**config.mk**
```make
export PLATFORM = sky130hd
export DESIGN_NAME = vital_scan_alarm_flat
export DESIGN_NICKNAME = d
export VERILOG_FILES = /design/src/rtl/vital_scan_alarm_if.sv /design/src/rtl/vital_scan_alarm.sv /design/src/flat_wrapper.sv
export SDC_FILE = /design/constraint.sdc
export NUM_CORES = 1
export LEC_CHECK = 0
export CAP_MARGIN = 10
export CORE_MARGIN = 5
export CORE_UTILIZATION = 45
export CTS_CLUSTER_SIZE = 16
export DETAILED_ROUTE_END_ITERATION = 7
export GPL_TIMING_DRIVEN = 0
export PLACE_DENSITY = 0.8
export SKIP_CTS_REPAIR_TIMING = 1
export SLEW_MARGIN = 30
export SYNTH_ARGS = -nofsm -noshare
export SYNTH_HDL_FRONTEND = slang
export SYNTH_SLANG_ARGS = --single-unit
```
**constraint.sdc**
```tcl
create_clock -name clk -period 5.4 [get_ports clk]
set_input_delay 0.81 -clock clk [delete_from_list [all_inputs] [get_ports clk]]
set_output_delay 0.81 -clock clk [all_outputs]
set_load 0.01 [all_outputs]
```
**src/rtl/vital_scan_alarm_if.sv**
```systemverilog
// rtl/vital_scan_alarm_if.sv - sensor mux link, limits, sample and alarm signals of vital_scan_alarm
interface vital_scan_alarm_if #(
    parameter int DW = 8
);
    logic          enable;
    logic [DW-1:0] mux_out;
    logic [DW-1:0] lo0;
    logic [DW-1:0] hi0;
    logic [DW-1:0] lo1;
    logic [DW-1:0] hi1;
    logic [1:0]    ack;
    logic          select;
    logic [DW-1:0] sample;
    logic          sample_ch;
    logic          sample_valid;
    logic [1:0]    alarm;
    logic          busy;

    modport master (
        output enable, mux_out, lo0, hi0, lo1, hi1, ack,
        input  select, sample, sample_ch, sample_valid, alarm, busy
    );

    modport slave (
        input  enable, mux_out, lo0, hi0, lo1, hi1, ack,
        output select, sample, sample_ch, sample_valid, alarm, busy
    );
endinterface

```
**src/rtl/vital_scan_alarm.sv**
```systemverilog
// rtl/vital_scan_alarm.sv - two-channel vital sign scanner with debounced sticky alarms
// Optional macro ALARM_AUTOCLEAR_EN: alarms self-clear after CLR_CNT consecutive in-range samples.
module vital_scan_alarm #(
    parameter int DW       = 8,
    parameter int SETTLE   = 2,
    parameter int DEBOUNCE = 3,
    parameter int CLR_CNT  = 4
) (
    input  logic               clk,
    input  logic               reset,
    vital_scan_alarm_if.slave  bus
);
    localparam logic [1:0] ST_IDLE   = 2'd0;
    localparam logic [1:0] ST_SETTLE = 2'd1;
    localparam logic [1:0] ST_SAMPLE = 2'd2;
    localparam logic [1:0] ST_CHECK  = 2'd3;

    // One counter width covers both the debounce and auto-clear thresholds.
    localparam int CNT_MAX = (DEBOUNCE > CLR_CNT) ? DEBOUNCE : CLR_CNT;
    localparam int CW      = $clog2(CNT_MAX + 1);

    logic [1:0]          state_q, state_d;
    logic [3:0]          settle_q, settle_d;
    logic                select_q, select_d;
    logic [DW-1:0]       sample_q, sample_d;
    logic                sample_ch_q, sample_ch_d;
    logic [1:0]          alarm_q, alarm_d;
    logic [1:0][CW-1:0]  dbc_q, dbc_d;
`ifdef ALARM_AUTOCLEAR_EN
    logic [1:0][CW-1:0]  clr_q, clr_d;
`endif

    logic [DW-1:0] lo_sel, hi_sel;
    logic          out_of_range;

    assign lo_sel       = sample_ch_q ? bus.lo1 : bus.lo0;
    assign hi_sel       = sample_ch_q ? bus.hi1 : bus.hi0;
    assign out_of_range = (sample_q < lo_sel) || (sample_q > hi_sel);

    always_comb begin
        state_d     = state_q;
        settle_d    = settle_q;
        select_d    = select_q;
        sample_d    = sample_q;
        sample_ch_d = sample_ch_q;
        dbc_d       = dbc_q;
        alarm_d     = alarm_q & ~bus.ack;
`ifdef ALARM_AUTOCLEAR_EN
        for (int c = 0; c < 2; c++) begin
            clr_d[c] = alarm_q[c] ? clr_q[c] : '0;
        end
`endif
        if (!bus.enable) begin
            state_d  = ST_IDLE;
            select_d = 1'b0;
            dbc_d    = '0;
`ifdef ALARM_AUTOCLEAR_EN
            clr_d    = '0;
`endif
        end else begin
            case (state_q)
                ST_IDLE: begin
                    state_d  = ST_SETTLE;
                    settle_d = 4'(SETTLE - 1);
                    select_d = 1'b0;
                end
                ST_SETTLE: begin
                    if (settle_q == 4'd0) begin
                        state_d = ST_SAMPLE;
                    end else begin
                        settle_d = settle_q - 4'd1;
                    end
                end
                ST_SAMPLE: begin
                    sample_d    = bus.mux_out;
                    sample_ch_d = select_q;
                    state_d     = ST_CHECK;
                end
                default: begin
                    // Set is applied after the ack clear so a coincident set wins.
                    if (out_of_range) begin
                        if (dbc_q[sample_ch_q] != CW'(DEBOUNCE)) begin
                            dbc_d[sample_ch_q] = dbc_q[sample_ch_q] + 1'b1;
                        end
                        if (dbc_q[sample_ch_q] == CW'(DEBOUNCE - 1)) begin
                            alarm_d[sample_ch_q] = 1'b1;
                        end
                    end else begin
                        dbc_d[sample_ch_q] = '0;
                    end
`ifdef ALARM_AUTOCLEAR_EN
                    if (alarm_q[sample_ch_q]) begin
                        if (out_of_range) begin
                            clr_d[sample_ch_q] = '0;
                        end else if (clr_q[sample_ch_q] == CW'(CLR_CNT - 1)) begin
                            clr_d[sample_ch_q]   = '0;
                            alarm_d[sample_ch_q] = 1'b0;
                        end else begin
                            clr_d[sample_ch_q] = clr_q[sample_ch_q] + 1'b1;
                        end
                    end
`endif
                    select_d = ~select_q;
                    settle_d = 4'(SETTLE - 1);
                    state_d  = ST_SETTLE;
                end
            endcase
        end
    end

    always_ff @(posedge clk or posedge reset) begin
        if (reset) begin
            state_q     <= ST_IDLE;
            settle_q    <= '0;
            select_q    <= 1'b0;
            sample_q    <= '0;
            sample_ch_q <= 1'b0;
            alarm_q     <= '0;
            dbc_q       <= '0;
`ifdef ALARM_AUTOCLEAR_EN
            clr_q       <= '0;
`endif
        end else begin
            state_q     <= state_d;
            settle_q    <= settle_d;
            select_q    <= select_d;
            sample_q    <= sample_d;
            sample_ch_q <= sample_ch_d;
            alarm_q     <= alarm_d;
            dbc_q       <= dbc_d;
`ifdef ALARM_AUTOCLEAR_EN
            clr_q       <= clr_d;
`endif
        end
    end

    // An enable drop during CHECK discards the sample, so the pulse is gated.
    assign bus.sample_valid = (state_q == ST_CHECK) && bus.enable;
    assign bus.select       = select_q;
    assign bus.sample       = sample_q;
    assign bus.sample_ch    = sample_ch_q;
    assign bus.alarm        = alarm_q;
    assign bus.busy         = (state_q != ST_IDLE);
endmodule

```
**src/flat_wrapper.sv**
```systemverilog
// flat-port wrapper written by rule: the top's interface ports become plain ports
module vital_scan_alarm_flat 
#(
    parameter int DW       = 8,
    parameter int SETTLE   = 2,
    parameter int DEBOUNCE = 3,
    parameter int CLR_CNT  = 4
)
  (clk, reset, bus_enable, bus_mux_out, bus_lo0, bus_hi0, bus_lo1, bus_hi1, bus_ack, bus_select, bus_sample, bus_sample_ch, bus_sample_valid, bus_alarm, bus_busy);
  vital_scan_alarm_if #(.DW(DW)) bus_i ();
  input  logic clk;
  input  logic reset;
  input wire logic [$bits(bus_i.enable)-1:0] bus_enable;
  input wire logic [$bits(bus_i.mux_out)-1:0] bus_mux_out;
  input wire logic [$bits(bus_i.lo0)-1:0] bus_lo0;
  input wire logic [$bits(bus_i.hi0)-1:0] bus_hi0;
  input wire logic [$bits(bus_i.lo1)-1:0] bus_lo1;
  input wire logic [$bits(bus_i.hi1)-1:0] bus_hi1;
  input wire logic [$bits(bus_i.ack)-1:0] bus_ack;
  output wire logic [$bits(bus_i.select)-1:0] bus_select;
  output wire logic [$bits(bus_i.sample)-1:0] bus_sample;
  output wire logic [$bits(bus_i.sample_ch)-1:0] bus_sample_ch;
  output wire logic [$bits(bus_i.sample_valid)-1:0] bus_sample_valid;
  output wire logic [$bits(bus_i.alarm)-1:0] bus_alarm;
  output wire logic [$bits(bus_i.busy)-1:0] bus_busy;
  assign bus_i.enable = bus_enable;
  assign bus_i.mux_out = bus_mux_out;
  assign bus_i.lo0 = bus_lo0;
  assign bus_i.hi0 = bus_hi0;
  assign bus_i.lo1 = bus_lo1;
  assign bus_i.hi1 = bus_hi1;
  assign bus_i.ack = bus_ack;
  assign bus_select = bus_i.select;
  assign bus_sample = bus_i.sample;
  assign bus_sample_ch = bus_i.sample_ch;
  assign bus_sample_valid = bus_i.sample_valid;
  assign bus_alarm = bus_i.alarm;
  assign bus_busy = bus_i.busy;
  vital_scan_alarm #(.DW(DW), .SETTLE(SETTLE), .DEBOUNCE(DEBOUNCE), .CLR_CNT(CLR_CNT)) u_core (.clk(clk), .reset(reset), .bus(bus_i));
endmodule
```
# Word-level counts from Yosys, hierarchy flattened
# Cells that the tools add are included.
[word_totals]
regBits = 24
latchBits = 0
ramBits = 0
mem_bits_ro = 0
output_inout_bits = 14
memories = 0
[op_classes]
add_sub_neg = 2
mul = 0
n_div = 0
order_cmp = 4
eq_ne = 10
n_shift = 0
n_mux = 24
bitwise_logic = 7
reduce_logical = 11
[ops]
columns = ["operator", "count"]
rows = [
  ["$mux W6", 4],
  ["$mux W8", 2],
  ["$mux W2", 6],
  ["$mux W3", 3],
  ["$gt A8 B8 Y1", 1],
  ["$lt A8 B8 Y1", 1],
  ["$pmux W4 S2", 1],
  ["$and A6 B6 Y6", 1],
  ["$bwmux W6", 1],
  ["$ne A2 B2 Y1 const B", 3],
  ["$ne A3 B2 Y1 const B", 2],
  ["$not A6 Y6", 1],
  ["$eq A2 B2 Y1 const B", 2],
  ["$logic_not A4 Y1", 1],
  ["$mux W4", 1],
  ["$pmux W2 S2", 1],
  ["$reduce_and A2 Y1", 2],
  ["$sub A4 B1 Y4 const B", 1],
  ["$add A3 B1 Y3 const B", 1],
  ["$demux W3 S1", 1],
  ["$eq A3 B2 Y1 const B", 1],
  ["$ne A3 B3 Y1 const B", 1],
  ["$reduce_and A3 Y1", 1],
  ["$reduce_or A3 Y1", 1],
  ["15 further kinds", 18],
]

# Depth between registers and ports, before layout
# Gate-level depths: netlist of the first run.
[logic_depth]
word_depth = 9
ltp_mapped = 10
ltp_nobuf = 8

# Worst setup path before layout of the first run
# Ideal clock, no wire load.
[synth_timing]
kind = "reg2reg"
from = "register u_core.sample_ch_q (netlist: u_core.bus.sample_ch)"
to = "register u_core.dbc_q[0] (netlist name)"
arrival_ns = 2.443
t_required_ns = 5.270
path_slack_ns = 2.828
stages_incl_launch_ff = 11
n_path_buf = 2
period_less_slack_ns = 2.572
cell_sequence = "dfrtp_1 -> buf_2 -> buf_2 -> mux2i_1 -> ha_1 -> a211oi_1 -> nor2_1 -> and4bb_2 -> o22ai_2 -> a21oi_1 -> o22ai_1"
[synth_via]
elab_chain_cells = 9
elab_cells_between_ends = 23
classes_between = "add/sub (1); order compare (4); eq/ne (2); mux (11); bitwise (2); reduce/logical (3)"
[synth_lines]
columns = ["element", "line", "source"]
rows = [
  ["from (decl)", "vital_scan_alarm.sv:26", "logic sample_ch_q, sample_ch_d;"],
  ["from (signal assigned)", "vital_scan_alarm.sv:128", "sample_ch_q <= sample_ch_d;"],
  ["branches (longest 9 deep; another with $add A3 B1 Y3)", "n/a", ""],
  ["to (signal assigned)", "vital_scan_alarm.sv:119", "dbc_q <= '0;"],
  ["to (signal assigned)", "vital_scan_alarm.sv:130", "dbc_q <= dbc_d;"],
  ["to (decl)", "vital_scan_alarm.sv:28", "logic [1:0][CW-1:0] dbc_q, dbc_d;"],
]
# Parallel ways; which one is timed is not known. The select of a mux whose other input is x is not followed.
# A chain may end at the register's enable or synchronous reset.

# Final worst setup path of the first run
[layout_timing]
from = "input port bus_enable"
to = "output port bus_sample_valid"
[layout_via]
elab_chain_cells = 1
[layout_lines]
columns = ["element", "line", "source"]
rows = [
  ["from (decl)", "flat_wrapper.sv:13", "input wire logic [$bits(bus_i.enable)-1:0] bus_enable;"],
  ["$logic_and A1 B1 Y1", "vital_scan_alarm.sv:138", "assign bus.sample_valid = (state_q == ST_CHECK) && bus.enable;"],
  ["to (decl)", "flat_wrapper.sv:23", "output wire logic [$bits(bus_i.sample_valid)-1:0] bus_sample_valid;"],
]
# No other way between the ends.

==> impl_metrics.tcl, run 1 <==
set metrics [dict create \
    dp_slack_ns 2.42 \
    cp_slowest_cell "clkdlybuf4s50_1" \
    path_common_cell "clkbuf_1" \
    cts_tree "yes" \
    die_w_um 71.5 \
    hold_path_class "reg2reg" \
    critPathLaunchType "primary input" \
    p_leak_nw 1.06 \
    ys_types 32 \
    cp_max_fo 10 \
    clkPwrFrac 0.117 \
    drt_pass1_iterations 4 \
    relSlewSlack 0.672 \
    tns_ns 0 \
    cts.sinks 24 \
    worstMarginPinSlew_ns 0.492 \
    grt_overflow 0 \
    switchingPower_mw 0.398 \
    syn_inst 167 \
    power-per-cell-area_mw_per_mm2 427 \
    grt_pass1_wl_um 6420 \
    vdd_drop_max_uv 303 \
    num_rows 22 \
    r2r.worst_path.cells 10 \
    cp.arrival_ns 2.17 \
    muxShareOfSynthArea 0.179 \
    gp_congestion 0.760 \
    die_h_um 71.5 \
    synth_nets 237 \
    yosysTopAreaCellShare 0.353 \
    grt_util_met3 0.0407 \
    grt_pass1_vias 1450 \
    pwr-share-seq 0.300 \
    drive_above_1_share 0.0921 \
    switching_share 0.391 \
    diodes 0 \
    grt_antenna_before_repair 0 \
    clkLatencyLatePin_ns 0.26 \
    path_clk_slew_ns 0.08 \
    viasPerCell 5.21 \
    pwr-share-comb 0.583 \
    outcome "finished, final reports clean" \
    synth_compound_area_frac 0.130 \
    synthSimpleGateAreaFrac 0.121 \
    crit_type "in2out" \
    layout-area-overhead-vs-synth_pct 40.3 \
    p_int_mw 0.621 \
    yosysWarnings 0 \
    hold_start "u_core.dbc_q[3]" \
    synthAdderAreaFrac 0.184 \
    die-area_mm2 0.00511 \
    min_period_ns 2.98 \
    max_freq_mhz 335 \
    clk_path_buf_depth 2 \
    cp-end-kind "primary output" \
    cts_made_buffers 3 \
    grt_max_degree 25 \
    coreArea_mm2 0.00366 \
    synth_seq_cells 24 \
    avgSynthCellArea_um2 10.2 \
    fin_ws_ns 2.42 \
    htree_levels 1 \
    drt_wl_total_um 3810 \
    drt_iter0_drc 44 \
    globalRouteMet2Util 0.260 \
    cts_root_buffer "clkbuf_8" \
    path_buf_inv 3 \
    synthTopCellsByArea "dfrtp_1 35%, ha_1 18%, mux2i_1 11%" \
    synth_top_cell_by_area "dfrtp_1" \
    vias 1439 \
    critPathLaunch "bus_enable" \
    postRouteAntennaNets 0 \
    cp.required_ns 4.59 \
    grt_usage 0.152 \
    fin_nets 299 \
    rsz0062_at_grt "false" \
    timing.rr.start "u_core.bus.sample_ch" \
    start_util 0.464 \
    netlist_area_mm2 0.00170 \
    top_usage_layer "met2" \
    cp_cell_sequence "clkbuf_1 > clkbuf_1 > and2_1 > clkdlybuf4s50_1" \
    drc 0 \
    place_hpwl_um 3180 \
    synth_top_family_by_area "adder cells" \
    portBuffers 57 \
    cp.depth 4 \
    synthXorXnorAreaFrac 0 \
    n_fill_cell 306 \
    drv_cap 0 \
    reg2reg_slack_ns 2.53 \
    skew_ns 0.00694 \
    critPathCapture "bus_sample_valid" \
    placedCellCount 272 \
    finalHoldViolations 0 \
    pin_count 59 \
    post-route-period-util 0.552 \
    fin_cells 276 \
    routedWlPerCell_um 13.8 \
    finalSetupViolCount 0 \
    r2r-end "u_core.dbc_q[2]" \
    critPathTopFamily "buffers and inverters" \
    final-max-slew-violation-count 0 \
    critPathMaxStageDelay_ns 0.53 \
    use_met1 0.195 \
    ys_seq_area_frac 0.353 \
]
-- metal layers --
metal	vias to the layer above	share of wire
li1	736	-
met1	650	0.45
met2	49	0.47
met3	4	0.078
met4	0	0.0071
met5	-	0
-- placed cells by master, fill, tap and decap left out, drive strengths merged --
| cell type | n |
|---|---|
| nor2 | 7 |
| nor4 | 1 |
| nor3 | 1 |
| nand2b | 3 |
| dfrtp | 24 |
| ha | 25 |
| and4bb | 1 |
| nand3 | 3 |
| o211ai | 1 |
| and2 | 2 |
| nor2b | 3 |
| mux2 | 11 |
| buf | 2 |
| mux2i | 18 |
| and4 | 2 |
| nand2 | 18 |
| clkdlybuf4s50 | 57 |
| a22oi | 1 |
| o211a | 1 |
| inv | 10 |
| a22o | 1 |
| nand4 | 1 |
| a21o | 1 |
| o31ai | 2 |
| a211oi | 1 |
| o22ai | 8 |
| o21ai | 4 |
| a31oi | 1 |
| o41ai | 2 |
| a21oi | 10 |
| clkbuf | 6 |
-- stage by stage --
stage / hold WS (ns) / instance area, um^2 / util / power [mW]
2_1_floorplan: 0.444 / 1700 / - / 0.694
3_3_place_gp: 0.476 / 2330 / 0.637 / 0.893
3_5_place_dp: 0.484 / 2330 / 0.637 / 0.910
4_1_cts: 0.495 / 2390 / 0.652 / 1.03
5_1_grt: 0.514 / 2390 / 0.652 / 1.12
6_report: 0.494 / 2390 / 0.652 / 1.02
-- power groups by stage --
stage / clock [mW] / combinational [mW] / sequential, mW
floorplan: 0 / 0.382 / 0.312
global placement: 0 / 0.586 / 0.307
detailed placement: 0 / 0.601 / 0.309
CTS: 0.122 / 0.603 / 0.306
global route: 0.128 / 0.672 / 0.318
finish: 0.120 / 0.594 / 0.305
-- how the worst min path moves through the flow --
stage	endpoint	slack, ns	cells after the start
final	u_core.dbc_q[3]	0.49	1
after global routing	u_core.bus.alarm[0]	0.51	2
after CTS	u_core.dbc_q[3]	0.50	1
after detailed placement	u_core.dbc_q[3]	0.48	1
after global placement	u_core.dbc_q[0]	0.48	1
after floorplan	u_core.dbc_q[0]	0.44	1
-- cell type report --
cell class	instances	area [um^2]	area share
Clock buffer	4	55.1	0.0231
Timing Repair Buffer	57	571	0.239
Buffer	4	17.5	0.00734
Inverter	10	37.5	0.0157
Sequential cell	24	601	0.252
Tap cell	48	60.1	0.0252
Multi-Input combinational cell	129	1040	0.438
-- cell families after synthesis --
logic type               after synthesis
AO/OA/AOI/OAI                         33
adder cells (fa/ha/maj)               25
buffers and inverters                 14
flip-flops                            24
multiplexers                          29
AND/OR/NAND/NOR                       42
-- flip-flops by register name (all words and copies together) (netlist names) --
| register | flops |
|---|---|
| u_core.dbc_q | 6 |
| u_core.settle_q | 4 |
| u_core.state_q | 2 |
| u_core.bus.sample_ch | 1 |
| u_core.bus.alarm | 2 |
| u_core.bus.sample | 8 |
| u_core.bus.select | 1 |
-- Yosys cell counts --
cell type	instances
nand3_1	3
nor2b_1	3
nor4_1	1
a22o_1	1
o211ai_1	1
mux2i_1	18
clkbuf_1	2
o211a_1	1
nand2b_1	3
mux2_2	11
a21o_1	1
o41ai_2	1
and2_1	2
nor2_1	7
o41ai_1	1
and4bb_2	1
a21oi_1	10
dfrtp_1	24
a22oi_1	1
a211oi_1	1
buf_2	2
nand2_1	18
nand4_1	1
nor3_1	1
o22ai_2	1
o31ai_1	2
inv_1	10
o21ai_0	4
ha_1	25
and4_1	2
a31oi_1	1
o22ai_1	7
(Power assumes the default switching activity.)
==> run 2: changes to the inputs <==
--- a/config.mk
+++ b/config.mk
@@ -7,11 +7,11 @@
 export LEC_CHECK = 0
 export CAP_MARGIN = 10
 export CORE_MARGIN = 5
-export CORE_UTILIZATION = 45
+export CORE_UTILIZATION = 41
 export CTS_CLUSTER_SIZE = 16
 export DETAILED_ROUTE_END_ITERATION = 7
 export GPL_TIMING_DRIVEN = 0
-export PLACE_DENSITY = 0.8
+export PLACE_DENSITY = 0.77
 export SKIP_CTS_REPAIR_TIMING = 1
 export SLEW_MARGIN = 30
 export SYNTH_ARGS = -nofsm -noshare
==> constraint.sdc (replaced) <==
create_clock -name clk -period 2.63 [get_ports clk]
set_input_delay 0.3945 -clock clk [delete_from_list [all_inputs] [get_ports clk]]
set_output_delay 0.3945 -clock clk [all_outputs]
set_load 0.01 [all_outputs]
==> impl_metrics.tcl, run 2 (same netlist as run 1, synthesis figures left out) <==
set metrics [dict create \
    n_fill_cell 357 \
    worstMarginPinSlew_ns 0.493 \
    path_buf_inv 2 \
    post-route-period-util 0.943 \
    critPathLaunchType "flip-flop" \
    max_freq_mhz 403 \
    fin_util 0.607 \
    clkLatencyLatePin_ns 0.26 \
    grt_usage 0.156 \
    cts_root_buffer "clkbuf_8" \
    cts_made_buffers 3 \
    fin_nets 300 \
    num_rows 23 \
    critPathMaxStageDelay_ns 0.42 \
    crit_type "reg2reg" \
    relSlewSlack 0.671 \
    drt_pass1_iterations 4 \
    critPathTopFamily "simple AND/OR/NAND/NOR gates" \
    vdd_drop_max_uv 432 \
    dp_slack_ns -0.319 \
    vias 1455 \
    drc 0 \
    cp_max_fo 10 \
    clk_path_buf_depth 2 \
    die_h_um 74.4 \
    die-area_mm2 0.00554 \
    hold_path_class "in2async" \
    layout-area-overhead-vs-synth_pct 42.8 \
    final_cell_mix "57 x clkdlybuf4s50_1, 25 x ha_1, 23 x dfrtp_1" \
    coreArea_mm2 0.00400 \
    gp_congestion 0.838 \
    drive_above_1_share 0.114 \
    drt_iter0_drc 41 \
    power-per-cell-area_mw_per_mm2 891 \
    cp.arrival_ns 2.65 \
    path_clk_slew_ns 0.08 \
    skew_ns 0.00454 \
    cp_slowest_cell "dfrtp_2" \
    grt_max_degree 25 \
    portBuffers 57 \
    cp.required_ns 2.80 \
    fin_ws_ns 0.150 \
    drv_cap 0 \
    cp-end-kind "flip-flop" \
    cts_tree "yes" \
    place_hpwl_um 3330 \
    finalSetupViolCount 0 \
    routedWlPerCell_um 14.6 \
    die_w_um 74.4 \
    final_common_cell "clkdlybuf4s50_1" \
    min_period_ns 2.48 \
    htree_levels 1 \
    viasPerCell 5.23 \
    cts.sinks 24 \
    largest_register_ffs 8 \
    grt_overflow 0 \
    finalHoldViolations 0 \
    start_util 0.425 \
    drt_wl_total_um 4050 \
    outcome "finished, final reports clean" \
    postRouteAntennaNets 0 \
    diodes 0 \
    grt_pass1_vias 1544 \
    grt_pass1_wl_um 6780 \
    pin_count 59 \
    cp_cell_sequence "buf_8 > buf_6 > mux2i_1 > ha_1 > a211oi_1 > nor2_1 > and4bb_2 > o22ai_4 > nand2_1 > o41ai_2" \
    p_leak_nw 1.06 \
    grt_antenna_before_repair 0 \
    final-max-slew-violation-count 0 \
]
-- run 2: cell type report --
class                           count  area, um^2  share of cell area
Sequential cell                    24         602               0.248
Clock buffer                        3        41.3              0.0170
Inverter                           10        37.5              0.0155
Tap cell                           50        62.6              0.0258
Timing Repair Buffer               58         578               0.238
Buffer                              4        33.8              0.0139
Multi-Input combinational cell    129        1070               0.442
-- run 2: metrics by stage --
| stage | hold slack [ns] | power (mW) | setup TNS [ns] | cell area, um^2 | instances |
|---|---|---|---|---|---|
| 2_1_floorplan | 0.409 | 1.43 | 0 | 1700 | 167 |
| 3_3_place_gp | 0.461 | 1.84 | -1.97 | 2330 | 274 |
| 3_5_place_dp | 0.474 | 1.88 | -2.28 | 2330 | 274 |
| 4_1_cts | 0.486 | 2.10 | -2.41 | 2370 | 277 |
| 5_1_grt | 0.518 | 2.38 | -0.0121 | 2430 | 278 |
| 6_report | 0.478 | 2.16 | 0 | 2430 | 278 |
-- run 2: metal layers --
layer	vias to the layer above	global-route usage	share of wire
li1	736	-	-
met5	-	0	0
met2	41	0.276	0.51
met1	674	0.192	0.42
met3	4	0.0270	0.063
met4	0	0.0474	0.0059
-- run 2: worst paths after layout --
| kind | from | to | slack [ns] | cells past startpoint |
|---|---|---|---|---|
| worst max-delay path | u_core.bus.sample_ch | u_core.bus.alarm[0] | 0.15 | 10 |
| worst min-delay path | reset | u_core.dbc_q[4] | 0.48 | 2 |
| worst max register to register | u_core.bus.sample_ch | u_core.bus.alarm[0] | 0.15 | 10 |
| worst min register to register | u_core.dbc_q[3] | u_core.dbc_q[3] | 0.48 | 1 |
| max in group asynchronous | reset | u_core.bus.sample_ch | 1.79 | 2 |
| min in group clk | u_core.dbc_q[3] | u_core.dbc_q[3] | 0.48 | 1 |
-- run 2: report_power, final --
| part | internal, mW | switching, mW | leakage [nW] |
|---|---|---|---|
| Clock | 0.102 | 0.109 | 0.0216 |
| Sequential | 0.493 | 0.133 | 0.308 |
| Combinational | 0.702 | 0.624 | 0.734 |
==> RTL change 1: new RTL, flow settings as in run 2 <==
Add a define of `ALARM_AUTOCLEAR_EN`.
--- a/src/rtl/vital_scan_alarm.sv
+++ b/src/rtl/vital_scan_alarm.sv
@@ -1,5 +1,7 @@
 // rtl/vital_scan_alarm.sv - two-channel vital sign scanner with debounced sticky alarms
 // Optional macro ALARM_AUTOCLEAR_EN: alarms self-clear after CLR_CNT consecutive in-range samples.
+`define ALARM_AUTOCLEAR_EN
+
 module vital_scan_alarm #(
     parameter int DW       = 8,
     parameter int SETTLE   = 2,
Function: same outputs for any inputs over 10 cycles, from zero or initial values and one cycle with reset high; that may be too few to reach the edited logic, so the function may still have changed.
==> RTL change 1 against run 2 <==
The run now ends with negative setup slack left; power is 12% higher; design area grew 24%; synthesized cell count rose by 34%; synthesized area increased by 27%; worst setup slack worse by 0.28 ns; routed wire length grew 34%; non-clock buffer count grew 12; sequential cell count is 6 higher; largest cell class unchanged.
==> RTL change 1: results (changes against run 2) <==
[power_and_ir_drop]
powerDensity_nw_per_um2=802  ; was 891 nW/µm²

[global_route]
use_met1_pct=20.3  ; was 19.2%
met3_usage_pct=3.90  ; was 2.70%

[synth]
ys_top_cells_by_count=dfrtp_1 (30), nand2_1 (30), ha_1 (27)  ; was ha_1 (25), dfrtp_1 (24), mux2i_1 (18), nand2_1 (18), mux2_2 (11)
ys_seq_area_share_pct=34.9  ; was 35.3%
muxShareOfSynthArea_pct=15.7  ; was 17.9%
ys_types=34  ; was 32

[sta]
setup_violations=3  ; was 0
setup_ws_ns=-0.134  ; was 0.150 ns
holdWs_ns=0.493  ; was 0.478 ns
clock_skew_ns=0.00493  ; was 0.00454 ns

[placed_design]
dpl_cell_area_um2=2840  ; was 2330 µm²
dp.cells=350  ; was 274
gp_congestion=0.849  ; was 0.838
dpl.hpwl_um=4160  ; was 3330 µm

[route]
vias=1932  ; was 1455
wire_per_inst_um=14.9  ; was 14.6 µm
drt-pass1-iter-count=6  ; was 4
dr_wl_met3_um=336  ; was 255 µm

[outcome]
status=complete, but fails checks  ; was completed
violations=negative setup slack

[worst_setup_path]
reg2reg_to=u_core.clr_q[5]  ; was u_core.bus.alarm[0]
cp_data_arrival_time_ns=2.95  ; was 2.65 ns
path_max_fanout=7  ; was 10
slowest_delay_ns=0.47  ; was 0.42 ns

[hold_path]
hold_class=register to register  ; was input pin to asynchronous set/reset pin

[RTL change 1: worst max-delay path by stage]
stage | start | end | slack (ns) | depth (start not counted)
5_1_grt | u_core.bus.sample_ch | u_core.clr_q[5] | -0.23 | 11
4_1_cts | u_core.bus.sample_ch | u_core.clr_q[5] | -0.25 | 11
3_3_place_gp | bus_hi1[1] | u_core.clr_q[5] | -0.25 | 10
3_5_place_dp | bus_hi1[1] | u_core.clr_q[5] | -0.27 | 10
6_report | u_core.bus.sample_ch | u_core.clr_q[5] | -0.13 | 10
2_1_floorplan | u_core.bus.sample_ch | u_core.clr_q[5] | -0.09 | 10
[RTL change 1: logic make-up after synthesis]
group           Yosys count
buf+inv                  18
simple gates             74
fa+ha+maj                27
flops                    30
compound gates           42
mux                      32
[RTL change 1: cell type report]
cell class	count	area, µm²
Tap cell	70	87.6
Clock inverter	2	10.0
Multi-Input combinational cell	175	1350
Clock buffer	5	68.8
Inverter	9	33.8
Buffer	9	86.3
Timing Repair Buffer	65	631
Sequential cell	30	751
Fill cell	453	2090
==> RTL change 2: new RTL, config.mk and constraints of run 2 <==
Without the edit above. `sample_q` no longer has a reset.
--- a/src/rtl/vital_scan_alarm.sv
+++ b/src/rtl/vital_scan_alarm.sv
@@ -113,7 +113,6 @@
             state_q     <= ST_IDLE;
             settle_q    <= '0;
             select_q    <= 1'b0;
-            sample_q    <= '0;
             sample_ch_q <= 1'b0;
             alarm_q     <= '0;
             dbc_q       <= '0;
@@ -124,7 +123,6 @@
             state_q     <= state_d;
             settle_q    <= settle_d;
             select_q    <= select_d;
-            sample_q    <= sample_d;
             sample_ch_q <= sample_ch_d;
             alarm_q     <= alarm_d;
             dbc_q       <= dbc_d;
@@ -132,6 +130,10 @@
             clr_q       <= clr_d;
 `endif
         end
+    end
+
+    always_ff @(posedge clk) begin
+        sample_q <= sample_d;
     end
 
     // An enable drop during CHECK discards the sample, so the pulse is gated.
Check against the original RTL: differs if reset is asserted again (counterexample within 10 cycles, from zero or initial values and one cycle with reset high); with reset held inactive, the same outputs for 10 cycles.
==> RTL change 2 against run 2 <==
First-iteration DRC count increased by 15%; synthesized area increased by 1.5%; routed wire length increased by 4.9%; critical path depth unchanged; design area increased by 1.5%; sequential cell count unchanged; die area increased by 1.3%; worst setup slack got worse by 0.0081 ns; power decreased by 27%; largest cell class unchanged; largest power group unchanged.
==> RTL change 2: results (changes against run 2) <==
[sta]
slew_headroom_pct=59.0  ; was 67.1%
clock_skew_ns=0.00409  ; was 0.00454 ns

[route]
drt-pass1-iter-count=4  ; unchanged
wire_per_inst_um=15.0  ; was 14.6 µm
drt_iter0_drc=47  ; was 41
via_per_inst=5.40  ; was 5.23
totalWireLength_um=4250  ; was 4050 µm

[clock_network]
cts-root-buf=clkbuf_8  ; unchanged

[final_layout]
fillerInstances=362  ; was 357
drive_above_1_share_pct=6.41  ; was 11.4%
largest_reg_flops=8  ; unchanged
nNetsFinal=305  ; was 300

[global_route]
grt_pass1_vias=1463  ; was 1544
grtUsageTotal_pct=14.9  ; was 15.6%

[synth]
ys_top_cells_by_count=ha_1 (25), mux2i_1 (17), dfrtp_1 (16)  ; was ha_1 (25), dfrtp_1 (24), mux2i_1 (18), nand2_1 (18), mux2_2 (11)
synth_fp_nets=243  ; was 237
syn_avg_cell_area_um2=9.97  ; was 10.2 µm²
yosys-top-cells-area=dfrtp_1 (23%), ha_1 (18%), edfxtp_1 (14%)  ; was dfrtp_1 (35%), ha_1 (18%), mux2i_1 (11%)
synth_edf_count=8  ; was 0
ys_types=36  ; was 32
synthArstFlopShare_pct=66.7  ; was 100%

[placed_design]
dp.cells=280  ; was 274
dpl.hpwl_um=3410  ; was 3330 µm
gp_congestion=0.818  ; was 0.838
dpl_cell_area_um2=2360  ; was 2330 µm²

[outcome]
status=completed  ; unchanged

[power_and_ir_drop]
switchingPower_uw=550  ; was 866 µW
p_leak_uw=0.00102  ; was 0.00106 µW
ir_worst_vdd_v=0.000489  ; was 0.000432 V

==> RTL change 2: cell types whose count changed after synthesis, moves of 6 or more <==
cell / before / now
nand3_1: 3 / 11
mux2_2: 11 / 2
nand2_1: 18 / 11
dfrtp_1: 24 / 16
o21ai_0: 4 / 13
o22ai_1: 7 / 1
edfxtp_1: 0 / 8
==> RTL change 2: final timing paths <==
| kind | end | slack [ns] | startpoint | depth (start not counted) |
|---|---|---|---|---|
| hold / removal | u_core.bus.alarm[0] | 0.50 | reset | 2 |
| setup / recovery | u_core.bus.alarm[0] | 0.14 | u_core.bus.sample_ch | 10 |
| max in group asynchronous | u_core.settle_q[0] | 1.73 | reset | 2 |
| min in group clk | u_core.bus.alarm[0] | 0.54 | u_core.bus.alarm[0] | 2 |
| hold reg to reg | u_core.bus.alarm[0] | 0.54 | u_core.bus.alarm[0] | 2 |
| setup reg to reg | u_core.bus.alarm[0] | 0.14 | u_core.bus.sample_ch | 10 |
==> RTL change 2: worst max-delay path, stage by stage, from the launching register on <==
cell	delay, ns
dfrtp_1	0.40
buf_4	0.17
clkbuf_4	0.21
mux2i_1	0.15
ha_1	0.29
and2_1	0.16
o21ai_0	0.11
and4bb_2	0.27
o22ai_4	0.21
nand3_1	0.15
o32ai_1	0.26
==> RTL change 2: layout make-up <==
type	instances	area, µm²	share of cell area (%)
Multi-Input combinational cell	129	1030	41.7
Sequential cell	24	641	26.0
Timing Repair Buffer	57	571	23.2
Tap cell	50	62.6	2.54
Inverter	14	52.6	2.13
Clock buffer	3	41.3	1.68
Buffer	6	37.5	1.52
Clock inverter	1	30.0	1.22
==> RTL change 2: cell families after synthesis <==
| logic type | after synthesis | share of synthesized area (%) |
|---|---|---|
| simple gates | 53 | 17.0 |
| compound gates | 32 | 11.9 |
| fa+ha+maj | 25 | 18.1 |
| flops | 24 | 37.1 |
| buf+inv | 20 | 4.64 |
| mux | 19 | 11.2 |
==> RTL change 2: metrics by stage <==
step / total power (µW) / hold slack, ns
2_1_floorplan: 987 / 0.308
3_3_place_gp: 1210 / 0.495
3_5_place_dp: 1240 / 0.507
4_1_cts: 1560 / 0.527
5_1_grt: 1700 / 0.548
6_report: 1580 / 0.498
==> RTL change 2: power groups by stage <==
stage | Combinational, µW | Sequential, µW | Clock, µW
after floorplan | 467 | 519 | 0
after global placement | 690 | 525 | 0
after detailed placement | 711 | 526 | 0
after CTS | 714 | 519 | 326
after global routing | 835 | 531 | 338
final | 747 | 519 | 316
==> RTL change 2: per-layer routing <==
| metal | global-route usage [%] | share of wire (%) |
|---|---|---|
| met1 | 20.0 | 43 |
| met2 | 26.1 | 51 |
| met3 | 1.60 | 4.6 |
| met4 | 2.96 | 0.56 |
| met5 | 0 | 0 |
